File: config.mk
export PLATFORM = sky130hd
export DESIGN_NAME = adc_stim_gen
export DESIGN_NICKNAME = d
export VERILOG_FILES = /design/src/rtl/adc_stim_gen.sv
export SDC_FILE = /design/constraint.sdc
export NUM_CORES = 1
export LEC_CHECK = 0
export BUFFER_PORTS_ARGS = -buffer_cell sky130_fd_sc_hd__clkbuf_2
export CAP_MARGIN = 40
export CORE_UTILIZATION = 30
export DETAILED_ROUTE_END_ITERATION = 8
export PLACE_DENSITY = 0.58
export SYNTH_ARGS = -nofsm -noshare
export SYNTH_HDL_FRONTEND = slang
export SYNTH_SLANG_ARGS = --single-unit
File: constraint.sdc
create_clock -name clock -period 6.2 [get_ports clock]
set_clock_uncertainty 0.05 [all_clocks]
set_input_delay 1.24 -clock clock [delete_from_list [all_inputs] [get_ports clock]]
set_output_delay 1.24 -clock clock [all_outputs]
set_load 0.005 [all_outputs]
File: src/rtl/adc_stim_gen.sv
// adc_stim_gen: multi-channel ADC sample generator (wrap/saturate/triangle/LFSR) with round-robin valid/ready output.
// Define ADC_STIM_CHAN_OFFSET_EN to offset each channel's reset/restart value by its channel index.
module adc_stim_gen #(
  parameter int          DWIDTH    = 32,
  parameter int          NCHAN     = 4,
  parameter int          CHW       = 4,
  parameter int          RESET_VAL = 1,
  parameter logic [31:0] POLY      = 32'h80200003
) (
  input  logic              clock,
  input  logic              reset,
  input  logic              enable,
  input  logic              restart,
  input  logic [1:0]        mode,
  input  logic [15:0]       period,
  input  logic [DWIDTH-1:0] step,
  input  logic [DWIDTH-1:0] start_val,
  output logic [DWIDTH-1:0] sample_data,
  output logic [CHW-1:0]    sample_chan,
  output logic              sample_valid,
  input  logic              sample_ready,
  output logic [15:0]       drop_count
);
  localparam int IW = NCHAN > 1 ? $clog2(NCHAN) : 1;
  localparam logic [DWIDTH-1:0] POLY_W = DWIDTH'(POLY);
`ifdef ADC_STIM_CHAN_OFFSET_EN
  localparam int OFF = 1;
`else
  localparam int OFF = 0;
`endif
  logic [15:0]       cnt_q, cnt_d, p_m1, drop_q, drop_d;
  logic [CHW-1:0]    ptr_q, ptr_d, chan_q, chan_d;
  logic [DWIDTH-1:0] acc_q [NCHAN];
  logic [NCHAN-1:0]  dir_q;
  logic [DWIDTH-1:0] acc_cur, acc_nxt, data_q, data_d;
  logic [DWIDTH:0]   sum;
  logic              dir_cur, dir_nxt, tick, free, take, drop, valid_q, valid_d;
  assign p_m1    = period == 16'd0 ? 16'd0 : period - 16'd1;
  assign tick    = enable && cnt_q >= p_m1;
  assign free    = !valid_q || sample_ready;
  assign take    = tick && !restart && free;
  assign drop    = tick && !restart && !free;
  assign acc_cur = acc_q[ptr_q[IW-1:0]];
  assign dir_cur = dir_q[ptr_q[IW-1:0]];
  assign sum     = {1'b0, acc_cur} + {1'b0, step};
  always_comb begin
    acc_nxt = sum[DWIDTH-1:0];
    dir_nxt = dir_cur;
    case (mode)
      2'b01: acc_nxt = sum[DWIDTH] ? '1 : sum[DWIDTH-1:0];
      2'b10: begin
        if (!dir_cur && sum[DWIDTH]) begin
          dir_nxt = 1'b1;
          acc_nxt = acc_cur - step;
        end else if (dir_cur) begin
          dir_nxt = acc_cur >= step;
          acc_nxt = acc_cur < step ? sum[DWIDTH-1:0] : acc_cur - step;
        end
      end
      2'b11: acc_nxt = acc_cur == '0 ? DWIDTH'(1) : (acc_cur >> 1) ^ (acc_cur[0] ? POLY_W : '0);
      default: ;
    endcase
  end
  always_comb begin
    cnt_d   = restart ? 16'd0 : !enable ? cnt_q : tick ? 16'd0 : cnt_q + 16'd1;
    ptr_d   = restart ? '0 : !take ? ptr_q : ptr_q == CHW'(NCHAN - 1) ? '0 : ptr_q + CHW'(1);
    valid_d = take || (valid_q && !sample_ready);
    data_d  = take ? acc_cur : data_q;
    chan_d  = take ? ptr_q : chan_q;
    drop_d  = drop && drop_q != 16'hFFFF ? drop_q + 16'd1 : drop_q;
  end
  always_ff @(posedge clock) begin
    if (reset) begin
      cnt_q   <= '0;
      ptr_q   <= '0;
      dir_q   <= '0;
      valid_q <= 1'b0;
      data_q  <= '0;
      chan_q  <= '0;
      drop_q  <= '0;
      for (int k = 0; k < NCHAN; k++) acc_q[k] <= DWIDTH'(RESET_VAL + OFF * k);
    end else begin
      cnt_q   <= cnt_d;
      ptr_q   <= ptr_d;
      valid_q <= valid_d;
      data_q  <= data_d;
      chan_q  <= chan_d;
      drop_q  <= drop_d;
      if (restart) begin
        dir_q <= '0;
        for (int k = 0; k < NCHAN; k++) acc_q[k] <= start_val + DWIDTH'(OFF * k);
      end else if (take) begin
        acc_q[ptr_q[IW-1:0]] <= acc_nxt;
        dir_q[ptr_q[IW-1:0]] <= dir_nxt;
      end
    end
  end
  assign sample_data  = data_q;
  assign sample_chan  = chan_q;
  assign sample_valid = valid_q;
  assign drop_count   = drop_q;
endmodule

==> results.json, run 1 <==
{
  "start_kind": "flop",
  "yosys.area_share.simple_pct": 18.5,
  "start_util_pct": 30.6,
  "ios": 140,
  "die_w_um": 226,
  "maxSlewViolCount": 0,
  "worstRegToRegCells": 16,
  "grt_pass1_vias": 13000,
  "async_reset_ff_share_pct": 0,
  "yosys.cell_types.count": 84,
  "clkSinkCount": 207,
  "hp-class": "flop to flop",
  "wire_per_inst_um": 21.2,
  "rsz0062_at_grt": "no",
  "grt_first_pass_wirelength_mm": 78.1,
  "vdd_drop_max_v": 0.000179,
  "slew_headroom_pct": 43.2,
  "yosys_warnings": 0,
  "maxCapViolCount": 0,
  "portBuffers": 139,
  "dr.pass1.iters": 5,
  "synth-xor-area-share_pct": 4.88,
  "finalHoldViolCount": 0,
  "p_leak_nw": 6.73,
  "pwr_density_cell_nw_per_um2": 229,
  "drtIter0Drc": 1222,
  "muxShareOfSynthArea_pct": 7.99,
  "synthToLayoutAreaGrowth_pct": 14.7,
  "vias": 13500,
  "avgSynthCellArea_um2": 9.09,
  "grt_usage_pct": 20.1,
  "routabilityCongestion": 0.970,
  "r2r-end": "acc_q[2][30]",
  "worst_ep_required_time_ps": 6400,
  "grt_max_degree": 38,
  "antenna_cells": 0,
  "ctsResizeCount": 0,
  "clockRootBuffer": "clkbuf_16",
  "fillers": 5142,
  "synth-seq-cells": 207,
  "crit_fanout": 32,
  "hp-start": "dir_q[3]",
  "dieArea_um2": 51100,
  "syn_nets": 1841,
  "path_clk_slew_ps": 60,
  "tightest_slew_ps": 849,
  "hold_path_end": "dir_q[3]",
  "synth_adder_area_share_pct": 8.07,
  "postCtsSetupRepairBufs": 0,
  "cts-hold-fix-buffers": 0,
  "rows": 81,
  "layout-drive-gt1-share_pct": 15.5,
  "setup_violations": 0,
  "postSynthCellCount": 1658,
  "finalCritPeriodShare_pct": 91.4,
  "grt_overflow": 0,
  "drc_errors": 0,
  "run_status": "finished clean",
  "clock_latency_ps": 570,
  "timing.final.crit_period_ps": 5670,
  "synth_top_family_by_area": "compound AO/OA/AOI/OAI gates",
  "whs_path_depth": 2,
  "end_kind": "flop",
  "criticalPathCategory": "flop to flop",
  "tns_ps": 0,
  "die_y_um": 226,
  "dp.final_hpwl_mm": 39.4,
  "cts_buffers": 25,
  "grt_antenna_before_repair": 0,
  "clock.fmax_ghz": 0.176,
  "viasPerCell": 5.51,
  "yosysTopAreaCellShare_pct": 25.5,
  "cts_max_level": 1,
  "core-area_um2": 49300,
  "synth-edff-count": 128,
  "fin_util_pct": 35.1,
  "drtAntennaViolNets": 0,
  "yosysSeqAreaShare_pct": 36.0,
  "wirelength_mm": 52.2,
  "synth_area_leaders": "edfxtp_1 25%, dfxtp_1 10%, ha_1 7.8%",
  "final_nets": 1960,
  "synth_compound_area_share_pct": 20.2,
  "syn-cell-area_um2": 15100,
  "reg2reg_slack_ps": 530,
  "ctsLongestPathBuffers": 3,
  "yosysTopAreaCell": "edfxtp_1",
  "cts_tree": "done",
  "crit_arrival_ps": 5860,
  "ys.flop_type": "edfxtp_1"
}
==> metal layers <==
metal,global-route usage (%),vias up,part of all wire (%)
li1,-,6416,-
met1,27.1,6512,44
met2,33.0,529,47
met3,2.95,88,6.9
met4,6.21,0,2.8
met5,0,-,0
==> placed cells by master, fill, tap and decap left out, types with 9 or more instances in the layout <==
cell type	instances
xor2_1	31
buf_4	39
o21ai_0	100
or2_2	9
o21bai_1	11
mux4_2	33
xnor2_1	53
o31ai_1	15
nand3_1	43
a31oi_1	27
nand2b_1	20
nand4_1	28
edfxtp_1	128
clkbuf_16	25
o211ai_1	25
a211oi_1	20
ha_1	94
inv_1	67
nand2_1	159
nor3_1	44
a21oi_1	101
a21o_1	23
mux2i_1	45
dfxtp_1	78
and2_1	14
nor2_1	159
nor2b_1	20
nor4_1	26
a21boi_0	28
or3_1	13
and3_1	18
clkbuf_2	139
==> logic make-up after synthesis <==
| group | Yosys count |
|---|---|
| xor gates and xnor gates | 84 |
| muxes | 79 |
| and+or+nand+nor | 581 |
| DFF | 207 |
| buffers and inverters | 157 |
| AOI/OAI and AO/OA | 454 |
| adders and majority gates | 96 |
==> stage by stage <==
stage	std cells	cell area [µm²]	worst slack [ps]	power, mW	hold slack, ps
after floorplan	1658	15100	365	2.26	383
after global placement	2411	16500	544	2.61	393
after global routing	2459	17300	334	4.13	430
after detailed placement	2414	16500	524	2.61	402
after CTS	2459	17300	674	3.97	411
final	2459	17300	530	3.97	413
==> worst max-delay path, cell delays in order (launching register included) <==
cell and delay [ps]:
dfxtp_2 340, buf_12 270, mux4_2 630, ha_1 250, fa_1 440, nor2b_1 190
o311ai_1 580, nand3_1 220, a211oi_1 380, buf_4 210, nor2_1 60, o21ai_1 150
buf_4 280, o2111ai_1 160, a2111oi_1 800, buf_4 260, a211oi_1 50
==> state kept, by name, summed over array words and instances (netlist names), named ones only <==
name,flops
acc_q,128
sample_data,32
cnt_q,16
drop_count,16
dir_q,4
ptr_q,4
sample_chan,4
sample_valid,1
==> how the worst max path moves through the flow <==
stage,slack [ps],depth (start not counted),from,end
final,530,16,flop,acc_q[2][30]
after detailed placement,520,17,period[7],acc_q[2][18]
after global placement,540,16,period[7],acc_q[3][0]
after floorplan,370,16,period[7],acc_q[0][0]
after global routing,330,16,flop,acc_q[3][30]
after CTS,670,16,flop,acc_q[2][30]
==> layout make-up <==
class,instances,area (µm²),area share [%]
clock buffer,28,637,3.68
clock inverter,17,106,0.615
inverter,69,259,1.50
multi-input combinational,1294,9000,52.1
sequential,207,5430,31.4
tap,664,831,4.80
timing repair buffer,180,1030,5.95
==> cells in the mapped netlist (43+ instances only) <==
| master | instances |
|---|---|
| xnor2_1 | 53 |
| inv_1 | 67 |
| mux2i_1 | 45 |
| edfxtp_1 | 128 |
| o21ai_0 | 101 |
| nand3_1 | 43 |
| ha_1 | 94 |
| clkbuf_1 | 55 |
| dfxtp_1 | 79 |
| nor3_1 | 44 |
| nor2_1 | 159 |
| a21oi_1 | 101 |
| nand2_1 | 159 |
==> power breakdown <==
| group | leakage, nW | internal, mW | switching [mW] |
|---|---|---|---|
| Clock | 0.359 | 0.744 | 0.606 |
| Sequential | 2.02 | 1.54 | 0.0172 |
| Combinational | 4.35 | 0.366 | 0.697 |
| Total | 6.73 | 2.65 | 1.32 |
No activity file was read; power rests on OpenSTA's default activity.
==> inputs of run 2 (changes only) <==
Settings changed: CTS_BUF_LIST set to sky130_fd_sc_hd__clkbuf_16.
==> results.json, run 2 (same netlist as run 1, synthesis figures left out) <==
{
  "run_status": "finished clean",
  "setup_slack_ps": 521,
  "dp_cells": 2414,
  "grt_pass1_vias": 13000,
  "grt_antenna_before_repair": 0,
  "hold_path_end": "dir_q[3]",
  "r2r-end": "acc_q[2][30]",
  "drtIter0Drc": 1219,
  "placed_area_um2": 16500,
  "criticalPathCategory": "flop to flop",
  "finalInstanceArea_um2": 17300,
  "die_y_um": 226,
  "slew_headroom_pct": 43.2,
  "drc_errors": 0,
  "timing.final.crit_period_ps": 5680,
  "reg2reg_slack_ps": 520,
  "whs_path_depth": 2,
  "cts-hold-fix-buffers": 0,
  "core-area_um2": 49300,
  "highest_layer": "met4",
  "fin_util_pct": 35.1,
  "clock_latency_ps": 570,
  "maxSlewViolCount": 0,
  "ctsLongestPathBuffers": 3,
  "tightest_slew_ps": 850,
  "die_w_um": 226,
  "crit_fanout": 32,
  "clock.fmax_ghz": 0.176,
  "layout-drive-gt1-share_pct": 15.5,
  "antenna_cells": 0,
  "final_cells": 2459,
  "drtAntennaViolNets": 0,
  "portBuffers": 139,
  "grt_first_pass_wirelength_mm": 78.1,
  "crit_chain": "buf_12, mux4_2, ha_1, fa_1, nor2b_1, o311ai_1, nand3_1, a211oi_1, buf_4, nor2_1, o21ai_1, buf_4, o2111ai_1, a2111oi_1, buf_4, a211oi_1",
  "synthToLayoutAreaGrowth_pct": 14.7,
  "cts_max_level": 1,
  "start_kind": "flop",
  "layout_common_cells": "159 x nor2_1, 159 x nand2_1, 139 x clkbuf_2",
  "clkSinkCount": 207,
  "worst_ep_required_time_ps": 6390,
  "cp_slowest_cell": "a2111oi_1",
  "path_clk_slew_ps": 60,
  "crit_arrival_ps": 5870,
  "wire_per_inst_um": 21.2,
  "power_mw": 3.96,
  "vdd_drop_max_v": 0.000179,
  "critPathTopFamily": "compound AO/OA/AOI/OAI gates",
  "rows": 81,
  "vias": 13500,
  "critical_path.max_stage_delay_ps": 800,
  "regMostFlops": "acc_q",
  "cts_tree": "done",
  "m1WireLength_mm": 22.7,
  "grt_usage_pct": 20.1,
  "routabilityCongestion": 0.970,
  "rsz0062_at_grt": "no",
  "worstPathBufferInverterCount": 4,
  "p_leak_nw": 6.74,
  "preCtsSetupSlack_ps": 524,
  "hp-start": "dir_q[3]",
  "start_util_pct": 30.6,
  "cpMostUsedCell": "buf_4",
  "hold_slack_ps": 413,
  "cts_buffers": 25,
  "met2_length_mm": 24.2,
  "dieArea_um2": 51100,
  "largest_register_ffs": 128,
  "wirelength_mm": 52.1,
  "pwr_density_cell_nw_per_um2": 229,
  "worstRegToRegCells": 16,
  "postCtsSetupRepairBufs": 0,
  "clockRootBuffer": "clkbuf_16",
  "ctsResizeCount": 0,
  "dr.pass1.iters": 5,
  "setup_violations": 0,
  "hp-class": "flop to flop",
  "maxCapViolCount": 0,
  "wl_met3_mm": 3.65,
  "finalHoldViolCount": 0,
  "finalCritPeriodShare_pct": 91.6,
  "end_kind": "flop",
  "grt_overflow": 0,
  "tns_ps": 0,
  "ios": 140,
  "dp.final_hpwl_mm": 39.4,
  "viasPerCell": 5.50,
  "grt_max_degree": 38,
  "final_nets": 1960
}
## run 2: cell count changes in the layout (fill, tap and decap cells not counted), sizes merged
cell    change
clkbuf      -3
inv         +3
## run 2: report_power, final
part           switching (mW)  internal, mW
combinational           0.697         0.366
sequential             0.0172          1.54
clock                   0.605         0.739
## run 2: layout make-up
class | count | area, µm²
fill | 5142 | 32000
multi-input combinational | 1294 | 9000
sequential | 207 | 5430
timing repair buffer | 180 | 1030
tap | 664 | 831
clock buffer | 25 | 626
inverter | 69 | 259
clock inverter | 20 | 118
## run 2: metal layers
layer | GRT usage (%) | up-vias
li1 | - | 6415
met1 | 27.1 | 6510
met2 | 33.0 | 514
met3 | 2.95 | 92
met4 | 6.21 | 0
met5 | 0 | -
## run 2: tightest hold or removal path, stage by stage, from the launching register on
cell and delay, ps:
dfxtp_1 310, nand2_1 50, a21oi_1 50
## run 2: worst max-delay path by stage
| stage | slack, ps | cells past startpoint | end |
|---|---|---|---|
| after floorplan | 370 | 16 | acc_q[0][0] |
| after global placement | 540 | 16 | acc_q[3][0] |
| after detailed placement | 520 | 17 | acc_q[2][18] |
| after CTS | 670 | 16 | acc_q[2][30] |
| after global routing | 330 | 16 | acc_q[3][30] |
| final | 520 | 16 | acc_q[2][30] |
==> inputs of run 3 (changes only) <==
Settings changed: CORE_ASPECT_RATIO set to 0.5.
==> results.json, run 3 (same netlist as run 1, synthesis figures left out) <==
{
  "finalHoldViolCount": 0,
  "rows": 57,
  "cts_buffers": 23,
  "finalInstanceArea_um2": 17200,
  "regMostFlops": "acc_q",
  "p_leak_nw": 6.74,
  "cts-hold-fix-buffers": 0,
  "dr.pass1.iters": 5,
  "critPathTopFamily": "simple AND/OR/NAND/NOR gates",
  "grt_antenna_before_repair": 0,
  "clock_latency_ps": 530,
  "ctsLongestPathBuffers": 3,
  "maxCapViolCount": 0,
  "die_y_um": 161,
  "worstPathBufferInverterCount": 2,
  "cts_tree": "done",
  "ctsResizeCount": 0,
  "clkPwrFrac_pct": 32.9,
  "criticalPathCategory": "flop to flop",
  "combPwrFrac_pct": 27.4,
  "crit_chain": "buf_4, mux4_2, ha_1, or3_1, nor4_1, nor3b_2, buf_4, o21a_4, a21oi_1, o21ai_0, o21ai_0",
  "timing.final.crit_period_ps": 5550,
  "slew_headroom_pct": 38.9,
  "path_clk_slew_ps": 60,
  "critical_path.max_stage_delay_ps": 660,
  "clock.fmax_ghz": 0.180,
  "end_kind": "flop",
  "dieArea_um2": 51200,
  "drtIter0Drc": 1387,
  "start_kind": "flop",
  "final_nets": 1961,
  "setup_violations": 0,
  "p_seq_share_pct": 39.7,
  "synthToLayoutAreaGrowth_pct": 14.4,
  "placed_area_um2": 16500,
  "layout_common_cells": "159 x nor2_1, 159 x nand2_1, 139 x clkbuf_2",
  "antenna_cells": 0,
  "largest_register_ffs": 128,
  "tns_ps": 0,
  "grt_usage_pct": 18.6,
  "crit_fanout": 24,
  "viasPerCell": 5.53,
  "grt_pass1_vias": 12900,
  "tightest_slew_ps": 912,
  "grt_max_degree": 37,
  "p_int_mw": 2.62,
  "cp_slowest_cell": "mux4_2",
  "start_util_pct": 30.7,
  "ios": 140,
  "maxSlewViolCount": 0,
  "pwr_density_cell_nw_per_um2": 227,
  "dp.final_hpwl_mm": 37.4,
  "grt_overflow": 0,
  "core-area_um2": 49100,
  "worst_ep_required_time_ps": 6390,
  "routabilityCongestion": 0.963,
  "layout-drive-gt1-share_pct": 15.4,
  "vias": 13500,
  "finalCritPeriodShare_pct": 89.5,
  "run_status": "finished clean",
  "hp-class": "flop to flop",
  "clkSinkCount": 207,
  "clockRootBuffer": "clkbuf_16",
  "switching_share_pct": 32.9,
  "drtAntennaViolNets": 0,
  "crit_arrival_ps": 5740,
  "portBuffers": 139,
  "netSwitchingPower_mw": 1.29,
  "postCtsSetupRepairBufs": 0,
  "die_w_um": 319,
  "vdd_drop_max_v": 0.000166,
  "wirelength_mm": 49.7,
  "wire_per_inst_um": 20.3,
  "cts_max_level": 1,
  "grt_first_pass_wirelength_mm": 74.6,
  "drc_errors": 0,
  "rsz0062_at_grt": "no",
  "fillers": 5072
}
run 3: changes by cell type in the layout (fill, tap and decap cells not counted), sizes merged:
cell      delta
clkinv       -4
clkinvlp     -1
clkbuf       -2
buf          +3
inv          +3
bufinv       +1
run 3: layout make-up:
| type | count | area (µm²) | share of cell area [%] |
|---|---|---|---|
| clock buffer | 23 | 576 | 3.34 |
| multi-input combinational | 1294 | 9000 | 52.2 |
| clock inverter | 19 | 124 | 0.719 |
| timing repair buffer | 183 | 1040 | 6.02 |
| sequential | 207 | 5430 | 31.5 |
| inverter | 69 | 259 | 1.50 |
| tap | 649 | 812 | 4.71 |
run 3: worst register-to-register path, stage by stage (launching register included):
cell	delay, ps
dfxtp_2	530
buf_4	320
mux4_2	660
ha_1	500
or3_1	440
nor4_1	630
nor3b_2	620
buf_4	250
o21a_4	330
a21oi_1	120
o21ai_0	590
o21ai_0	220
run 3: layer usage:
layer | GRT usage [%] | wire length, µm
met5 | 0 | 0
met4 | 5.77 | 1460
met3 | 2.76 | 3560
met2 | 30.3 | 22500
met1 | 25.3 | 22100
run 3: metrics by stage:
stage	utilization (%)	cells	hold slack, ps	total power [mW]	setup WS (ps)
floorplan	-	1658	383	2.26	365
global placement	33.7	2402	404	2.61	492
detailed placement	33.7	2402	404	2.61	404
CTS	35.1	2444	414	3.90	695
global route	35.1	2444	438	4.05	300
finish	35.1	2444	415	3.90	653
run 3: path summary, 6_finish.rpt:
kind | startpoint | to | slack [ps] | depth (start not counted)
max | flop | acc_q[0][26] | 650 | 11
min | dir_q[1] | dir_q[1] | 420 | 2
max reg2reg | flop | acc_q[0][26] | 650 | 11
min reg2reg | dir_q[1] | dir_q[1] | 420 | 2
run 3: power by group through the flow:
| stage | Clock, mW | Sequential, mW | Combinational [mW] |
|---|---|---|---|
| floorplan | 0 | 1.57 | 0.686 |
| global placement | 0 | 1.58 | 1.03 |
| detailed placement | 0 | 1.58 | 1.03 |
| CTS | 1.31 | 1.55 | 1.04 |
| global route | 1.36 | 1.56 | 1.14 |
| finish | 1.28 | 1.55 | 1.07 |
